File: config.mk
export PLATFORM = sky130hd
export DESIGN_NAME = bidir_bus_port
export DESIGN_NICKNAME = d
export VERILOG_FILES = /design/src/rtl/bidir_bus_pkg.sv /design/src/rtl/bidir_bus_sync.sv /design/src/rtl/bidir_bus_port.sv
export SDC_FILE = /design/constraint.sdc
export NUM_CORES = 1
export LEC_CHECK = 0
export CAP_MARGIN = 20
export CORE_AREA = 4 4 57 59
export CTS_CLUSTER_DIAMETER = 60
export DETAILED_ROUTE_END_ITERATION = 8
export DIE_AREA = 0 0 61 63
export PLACE_DENSITY = 0.83
export SYNTH_ARGS = -nofsm -noshare
export SYNTH_HDL_FRONTEND = slang
export SYNTH_SLANG_ARGS = --single-unit
File: constraint.sdc
create_clock -name clk -period 2.3 [get_ports clk]
set_input_delay 0.345 -clock clk [delete_from_list [all_inputs] [get_ports clk]]
set_output_delay 0.345 -clock clk [all_outputs]
set_load 0.02 [all_outputs]
File: src/rtl/bidir_bus_pkg.sv
// Shared types and default parameters for the bidir_bus_port sequencer
// and its helpers.
package bidir_bus_pkg;

  typedef enum logic [2:0] {
    IDLE   = 3'd0,
    DRIVE  = 3'd1,
    HOLD   = 3'd2,
    TURN   = 3'd3,
    SAMPLE = 3'd4
  } state_t;

  localparam int DEF_WIDTH    = 8;
  localparam int DEF_HOLD_CYC = 1;
  localparam int DEF_TURN_CYC = 2;

  function automatic int max3(input int a, input int b, input int c);
    int m;
    m = (a > b) ? a : b;
    return (m > c) ? m : c;
  endfunction

endpackage

File: src/rtl/bidir_bus_sync.sv
// WIDTH-bit two-flop synchronizer for the returned pad values; used only
// when BIDIR_BUS_PORT_SYNC_EN is defined.
module bidir_bus_sync #(
  parameter int WIDTH = 8
) (
  input  logic             clk,
  input  logic [WIDTH-1:0] d,
  output logic [WIDTH-1:0] q
);

  logic [WIDTH-1:0] meta;

  // NOTE: synchronizer flops carry no reset; their contents flush within two
  // cycles and a reset term would only add load on the metastable stage.
  always_ff @(posedge clk) begin
    meta <= d;
    q    <= meta;
  end

endmodule

File: src/rtl/bidir_bus_port.sv
// Half-duplex tristate bus sequencer: drive/hold/turnaround/sample timing
// around single requests. Define BIDIR_BUS_PORT_SYNC_EN to synchronize pad_o.
module bidir_bus_port
  import bidir_bus_pkg::*;
#(
  parameter int WIDTH    = DEF_WIDTH,
  parameter int HOLD_CYC = DEF_HOLD_CYC,
  parameter int TURN_CYC = DEF_TURN_CYC
) (
  input  logic             clk,
  input  logic             reset,
  input  logic             req_valid,
  output logic             req_ready,
  input  logic             req_write,
  input  logic [WIDTH-1:0] req_wdata,
  output logic             rsp_valid,
  output logic [WIDTH-1:0] rsp_rdata,
  output logic [WIDTH-1:0] pad_i,
  output logic             pad_t,
  input  logic [WIDTH-1:0] pad_o,
  output logic             bus_stb
);

  if (TURN_CYC < 1) begin : g_bad_turn
    $error("bidir_bus_port: TURN_CYC must be at least 1");
  end

  logic [WIDTH-1:0] cap_data;

`ifdef BIDIR_BUS_PORT_SYNC_EN
  localparam int SAMPLE_CYC = 3;
  bidir_bus_sync #(.WIDTH(WIDTH)) u_sync (
    .clk (clk),
    .d   (pad_o),
    .q   (cap_data)
  );
`else
  localparam int SAMPLE_CYC = 1;
  assign cap_data = pad_o;
`endif

  // The counter also has to span the synchronized SAMPLE phase.
  localparam int CNT_MAX = max3(HOLD_CYC, TURN_CYC, SAMPLE_CYC - 1);
  localparam int CNT_W   = (CNT_MAX > 0) ? $clog2(CNT_MAX + 1) : 1;

  localparam logic [CNT_W-1:0] HOLD_LD   = (HOLD_CYC > 0) ? CNT_W'(HOLD_CYC - 1) : '0;
  localparam logic [CNT_W-1:0] TURN_LD   = CNT_W'(TURN_CYC - 1);
  localparam logic [CNT_W-1:0] SAMPLE_LD = CNT_W'(SAMPLE_CYC - 1);

  state_t           state_q, state_d;
  logic [CNT_W-1:0] cnt_q, cnt_d;
  logic             rd_q, rd_d;
  logic [WIDTH-1:0] wdata_q, wdata_d;
  logic             cap_en;

  // NOTE: every always_comb output gets a default first, so no path through
  // the case statement can infer a latch.
  always_comb begin
    state_d = state_q;
    cnt_d   = cnt_q;
    rd_d    = rd_q;
    wdata_d = wdata_q;
    cap_en  = 1'b0;
    case (state_q)
      IDLE: begin
        if (req_valid) begin
          rd_d = !req_write;
          if (req_write) begin
            wdata_d = req_wdata;
            state_d = DRIVE;
          end else begin
            state_d = TURN;
            cnt_d   = TURN_LD;
          end
        end
      end
      DRIVE: begin
        if (HOLD_CYC > 0) begin
          state_d = HOLD;
          cnt_d   = HOLD_LD;
        end else begin
          state_d = TURN;
          cnt_d   = TURN_LD;
        end
      end
      HOLD: begin
        if (cnt_q == '0) begin
          state_d = TURN;
          cnt_d   = TURN_LD;
        end else begin
          cnt_d = cnt_q - 1'b1;
        end
      end
      TURN: begin
        if (cnt_q != '0) begin
          cnt_d = cnt_q - 1'b1;
        end else if (rd_q) begin
          state_d = SAMPLE;
          cnt_d   = SAMPLE_LD;
        end else begin
          state_d = IDLE;
        end
      end
      SAMPLE: begin
        if (cnt_q == '0) begin
          state_d = IDLE;
          cap_en  = 1'b1;
        end else begin
          cnt_d = cnt_q - 1'b1;
        end
      end
      default: state_d = IDLE;
    endcase
  end

  // Outputs are registered from the next state so they line up with it.
  always_ff @(posedge clk) begin
    if (reset) begin
      state_q   <= IDLE;
      cnt_q     <= '0;
      rd_q      <= 1'b0;
      wdata_q   <= '0;
      req_ready <= 1'b1;
      pad_t     <= 1'b1;
      pad_i     <= '0;
      bus_stb   <= 1'b0;
      rsp_valid <= 1'b0;
      rsp_rdata <= '0;
    end else begin
      state_q   <= state_d;
      cnt_q     <= cnt_d;
      rd_q      <= rd_d;
      wdata_q   <= wdata_d;
      req_ready <= (state_d == IDLE);
      pad_t     <= !((state_d == DRIVE) || (state_d == HOLD));
      bus_stb   <= (state_d == DRIVE) || (state_d == SAMPLE);
      rsp_valid <= cap_en;
      if (state_d == DRIVE) pad_i <= wdata_d;
      if (cap_en) rsp_rdata <= cap_data;
    end
  end

endmodule

==> results of run 1 <==
==> cell usage in the layout (no fill, tap or decap), types with 2 or more instances in the layout <==
cell type / netlist / final
a211oi_1: 2 / 2
a21oi_1: 19 / 19
a31oi_1: 2 / 2
and3_1: 2 / 2
clkbuf_4: 0 / 3
clkdlybuf4s50_1: 0 / 39
dfxtp_1: 26 / 26
ha_1: 4 / 4
inv_1: 5 / 5
nand2_1: 32 / 32
nor2_1: 6 / 6
nor2b_1: 2 / 2
nor3_1: 6 / 6
==> per-layer routing <==
layer,GRT usage [%],vias up,wire (microns)
met1,15.8,499,1040
met5,0,-,0
met3,5.37,5,209
li1,-,539,-
met2,27.7,29,1480
met4,7.05,0,48
==> Yosys cell counts, types with 2 or more instances <==
cell type,number,share of area [%]
a211oi_1,2,1.3
a21oi_1,19,8.1
a31oi_1,2,1.1
and3_1,2,1.1
buf_2,3,1.3
buf_6,2,1.9
clkbuf_1,4,1.3
clkbuf_8,2,2.3
dfxtp_1,26,44
ha_1,4,4.2
inv_1,5,1.6
nand2_1,32,10
nor2_1,6,1.9
nor2b_1,2,1.1
nor3_1,6,2.5
==> worst max-delay path, cell delays in order, from the launching register on <==
cell      delay, ns
dfxtp_1        0.36
inv_1          0.10
ha_1           0.34
o31ai_4        0.22
o221ai_2       0.14
or4_1          0.52
o31ai_1        0.07
==> cell type report <==
class	instances	area [sq um]
timing repair buffer	40	398
inverter	5	18.8
clock inverter	1	30.0
multi-input combinational	97	562
tap	31	38.8
clock buffer	3	22.5
sequential	26	520
fill	253	1120
==> power groups by stage <==
stage	clock network, mW	registers (mW)	logic (mW)
finish	0.315	0.530	0.275
global route	0.334	0.536	0.303
CTS	0.321	0.529	0.278
detailed placement	0	0.539	0.276
global placement	0	0.536	0.263
floorplan	0	0.538	0.199
==> final timing paths <==
check	to	slack, ns
worst max-delay path	cnt_q[0]	0.49
worst min-delay path	rsp_rdata[7]	0.46
worst min register to register	rsp_rdata[7]	0.46
worst max register to register	cnt_q[0]	0.49
==> logic make-up after synthesis <==
| logic type | after synthesis | share of synthesized area [%] |
|---|---|---|
| and+or+nand+nor | 59 | 23.8 |
| AOI/OAI and AO/OA | 32 | 17.8 |
| DFF | 26 | 44.1 |
| buffers and inverters | 16 | 8.37 |
| adders and majority gates | 4 | 4.24 |
| xor gates and xnor gates | 1 | 0.742 |
| muxes | 1 | 0.953 |
==> sequential cells by signal, summed over array words and instances, names as in the netlist <==
| register | cells |
|---|---|
| bus_stb | 1 |
| cnt_q | 2 |
| pad_i | 8 |
| pad_t | 1 |
| rd_q | 1 |
| req_ready | 1 |
| rsp_rdata | 8 |
| rsp_valid | 1 |
| state_q | 3 |
==> through the flow <==
step	hold WS, ns	power [mW]	instances
5_1_grt	0.492	1.17	203
2_1_floorplan	0.481	0.737	139
6_report	0.464	1.12	203
4_1_cts	0.468	1.13	203
3_5_place_dp	0.448	0.815	199
3_3_place_gp	0.443	0.798	199
==> results.sh, run 1 <==
export IMPL_outcome="finished clean"
export IMPL_antenna_found_initial=0
export IMPL_drive_gt1_share_pct=7.56
export IMPL_final_core_util_pct=58.7
export IMPL_die_w_microns=61
export IMPL_grt_pass1_wl_microns=4570
export IMPL_ctsHoldBuffers=0
export IMPL_clock_skew_ns=0.00331
export IMPL_finalNetCount=197
export IMPL_route_detailed_drc=0
export IMPL_synth_top_flop_cell="dfxtp_1"
export IMPL_track_usage_pct=15.6
export IMPL_netlist_instances=139
export IMPL_rsz0062_at_grt="false"
export IMPL_worst_pin_slew_ns=0.573
export IMPL_startpoint="cnt_q[0]"
export IMPL_cts_sinks=26
export IMPL_setup_viol=0
export IMPL_clk_insertion_delay_late_ns=0.33
export IMPL_dp_slack_ns=0.383
export IMPL_crit_required_ns=2.56
export IMPL_rr_startpoint="cnt_q[0]"
export IMPL_clock_root_buffer="clkbuf_4"
export IMPL_vias=1072
export IMPL_min_period_ns=1.81
export IMPL_yosysSeqAreaShare_pct=44.1
export IMPL_final_max_slew_viol_count=0
export IMPL_leakage_nw=0.574
export IMPL_grt_pass1_vias=1055
export IMPL_hold_start="rsp_rdata[7]"
export IMPL_slew_headroom_pct=61.7
export IMPL_cts_resized_gates=0
export IMPL_synth_edf_count=0
export IMPL_internal_power_mw=0.794
export IMPL_via_per_inst=5.28
export IMPL_cts_setup_buffers=0
export IMPL_hold_viol_final=0
export IMPL_rows=19
export IMPL_hold_class="flop to flop"
export IMPL_pwr_density_cell_nw_per_um2=704
export IMPL_ios=40
export IMPL_overflow=0
export IMPL_hpwl_microns=2110
export IMPL_cts_buffers=3
export IMPL_ys_warn_count=0
export IMPL_seqPwrFrac_pct=47.3
export IMPL_fin_tns_setup_ns=0
export IMPL_ys_types=37
export IMPL_fin_crit_sh_pct=78.9
export IMPL_die_area_sq_um=3840
export IMPL_path_clk_slew_ns=0.14
export IMPL_comb_power_share_pct=24.6
export IMPL_critPathKind="flop to flop"
export IMPL_cts_max_level=1
export IMPL_antenna_left=0
export IMPL_wl_per_cell_microns=13.7
export IMPL_syn_num_nets=163
export IMPL_power_switching_mw=0.326
export IMPL_p_sw_share_pct=29.1
export IMPL_worst_ir_drop_vdd_v=0.000505
export IMPL_drt_wl_total_microns=2780
export IMPL_io_buffers=39
export IMPL_die_y_microns=63
export IMPL_grt_max_degree=27
export IMPL_yosys_register_bits=26
export IMPL_path_max_fanout=9
export IMPL_async_flop_share_pct=0
export IMPL_worstSetupStartpointType="flop"
export IMPL_coreArea_sq_um=2710
export IMPL_timing_fmax_ghz=0.551
export IMPL_clkPwrFrac_pct=28.1
export IMPL_worstHoldPathCells=2
export IMPL_dr_pass1_iters=4
export IMPL_arrival_ns=2.07
export IMPL_drv_cap=0
export IMPL_drtIter0Drc=14
export IMPL_cts_tree="yes"
export IMPL_setup_slack_ns=0.486
export IMPL_place_area_sq_um=1540
export IMPL_initial_core_util_pct=43.6
export IMPL_syn_area_per_cell_sq_um=8.50
export IMPL_r2r_cells=6
export IMPL_synthesis_area_sq_um=1180
export IMPL_syn_to_final_growth_pct=34.6
export IMPL_antenna_cells=0
export IMPL_cts_path_max_buffers=2
export IMPL_gp_congestion=0.824
export IMPL_end_kind="flop"
export IMPL_final_area_sq_um=1590
(Power assumes the default switching activity.)
==> run 2, diff against run 1 <==
- clock period: 2.3 -> 1.8 ns (I/O delays scaled with it)
==> run 2 against run 1 <==
Net effect: register-to-register slack lost 0.39 ns; first-iteration DRC count grew 36%; die area is the same; critical endpoint unchanged; largest cell class unchanged; largest power group unchanged.
==> results.sh, run 2 (synthesized netlist as in run 1, its figures left out) <==
export IMPL_die_w_microns=61
export IMPL_worst_ir_drop_vdd_v=0.000730
export IMPL_end_kind="flop"
export IMPL_path_max_fanout=3
export IMPL_power_total_mw=1.45
export IMPL_crit_chain="inv_1 -> ha_1 -> o31ai_4 -> o221ai_2 -> or4_1 -> o31ai_1"
export IMPL_clock_skew_ns=0.00284
export IMPL_drv_cap=0
export IMPL_clock_root_buffer="clkbuf_4"
export IMPL_slew_headroom_pct=66.5
export IMPL_coreArea_sq_um=2710
export IMPL_syn_to_final_growth_pct=37.2
export IMPL_finalNetCount=201
export IMPL_critPathKind="flop to flop"
export IMPL_cts_tree="yes"
export IMPL_dr_pass1_iters=4
export IMPL_setup_viol=0
export IMPL_via_per_inst=5.20
export IMPL_min_period_ns=1.70
export IMPL_path_clk_slew_ns=0.14
export IMPL_ios=40
export IMPL_rsz0062_at_grt="false"
export IMPL_die_area_sq_um=3840
export IMPL_track_usage_pct=16.4
export IMPL_cts_path_max_buffers=2
export IMPL_arrival_ns=1.95
export IMPL_drive_gt1_share_pct=9.66
export IMPL_hold_viol_final=0
export IMPL_antenna_cells=0
export IMPL_antenna_found_initial=0
export IMPL_cts_sinks=26
export IMPL_worst_path_buf_inv=1
export IMPL_fillers=252
export IMPL_worst_pin_slew_ns=0.502
export IMPL_largestRegisters="pad_i (8), rsp_rdata (8), state_q (3)"
export IMPL_fin_tns_setup_ns=0
export IMPL_route_detailed_drc=0
export IMPL_final_max_slew_viol_count=0
export IMPL_cts_resized_gates=0
export IMPL_hpwl_microns=2150
export IMPL_grt_max_degree=27
export IMPL_antenna_left=0
export IMPL_timing_fmax_ghz=0.588
export IMPL_ctsHoldBuffers=0
export IMPL_outcome="finished clean"
export IMPL_drtIter0Drc=19
export IMPL_wl_per_cell_microns=14.1
export IMPL_rows=19
export IMPL_leakage_nw=0.594
export IMPL_drt_wl_total_microns=2910
export IMPL_final_cell_mix="39 x clkdlybuf4s50_1, 32 x nand2_1, 26 x dfxtp_1"
export IMPL_final_common_cell="clkdlybuf4s50_1"
export IMPL_vias=1077
export IMPL_worstSetupStartpointType="flop"
export IMPL_clk_insertion_delay_late_ns=0.32
export IMPL_io_buffers=39
export IMPL_gp_congestion=0.907
export IMPL_cts_max_level=1
export IMPL_fin_crit_sh_pct=94.5
export IMPL_slowest_stage="or4_1"
export IMPL_crit_required_ns=2.05
export IMPL_cts_setup_buffers=0
export IMPL_initial_core_util_pct=43.6
export IMPL_grt_pass1_vias=1146
export IMPL_overflow=0
export IMPL_hold_class="flop to flop"
export IMPL_critical_path_top_delay_family="simple AND/OR/NAND/NOR gates"
export IMPL_pwr_density_cell_nw_per_um2=896
export IMPL_grt_pass1_wl_microns=4970
export IMPL_cts_buffers=3
export IMPL_die_y_microns=63
export IMPL_max_stage_delay_ns=0.51
run 2: changes by cell type in the layout (fill, tap and decap cells not counted), sizes merged:
cell  change
buf       +4
run 2: per-stage QoR:
step | cell area [sq um] | setup WS (ns) | utilization (%) | hold WS [ns] | instances
floorplan | 1180 | 0.126 | - | 0.406 | 139
global placement | 1570 | 0.0658 | 57.8 | 0.443 | 203
detailed placement | 1570 | 0.0311 | 57.8 | 0.450 | 203
CTS | 1620 | 0.0819 | 59.8 | 0.466 | 207
global route | 1620 | 0.0182 | 59.8 | 0.480 | 207
finish | 1620 | 0.0983 | 59.8 | 0.467 | 207
run 2: worst paths after layout:
kind	start	slack, ns	end	cells past startpoint
max	cnt_q[1]	0.1	cnt_q[0]	6
min	rsp_rdata[2]	0.47	rsp_rdata[2]	2
max reg2reg	cnt_q[1]	0.1	cnt_q[0]	6
min reg2reg	rsp_rdata[2]	0.47	rsp_rdata[2]	2
run 2: area by class of cell:
type	instances	area, sq um	area share [%]
clock buffers	3	22.5	1.39
flip-flops and latches	26	520	32.1
clock inverters	1	30.0	1.85
inverters	5	18.8	1.16
repair buffers	44	428	26.4
well taps	31	38.8	2.39
multi-input cells	97	562	34.7
run 2: where the power goes:
part | leakage [nW] | switching [mW] | total, mW | internal (mW)
clock network | 0.0279 | 0.174 | 0.399 | 0.225
logic | 0.354 | 0.196 | 0.380 | 0.184
registers | 0.212 | 0.0521 | 0.672 | 0.620
run 2: routing by layer:
layer / track usage, % / vias up / wire length, microns
met5: 0 / - / 0
met1: 18.4 / 504 / 1140
li1: - / 543 / -
met4: 5.15 / 0 / 17
met3: 5.58 / 2 / 205
met2: 28.1 / 28 / 1550
run 2: worst min-delay path: stages, from the launching register on:
cell and delay [ns]:
dfxtp_1 0.34, nand2_1 0.05, a21oi_1 0.05
==> run 3, diff against run 2 <==
- CTS_CLUSTER_DIAMETER: 60 -> 100
==> results of run 3 <==
The final DEF is identical to that of run 2; final timing and power are the same.
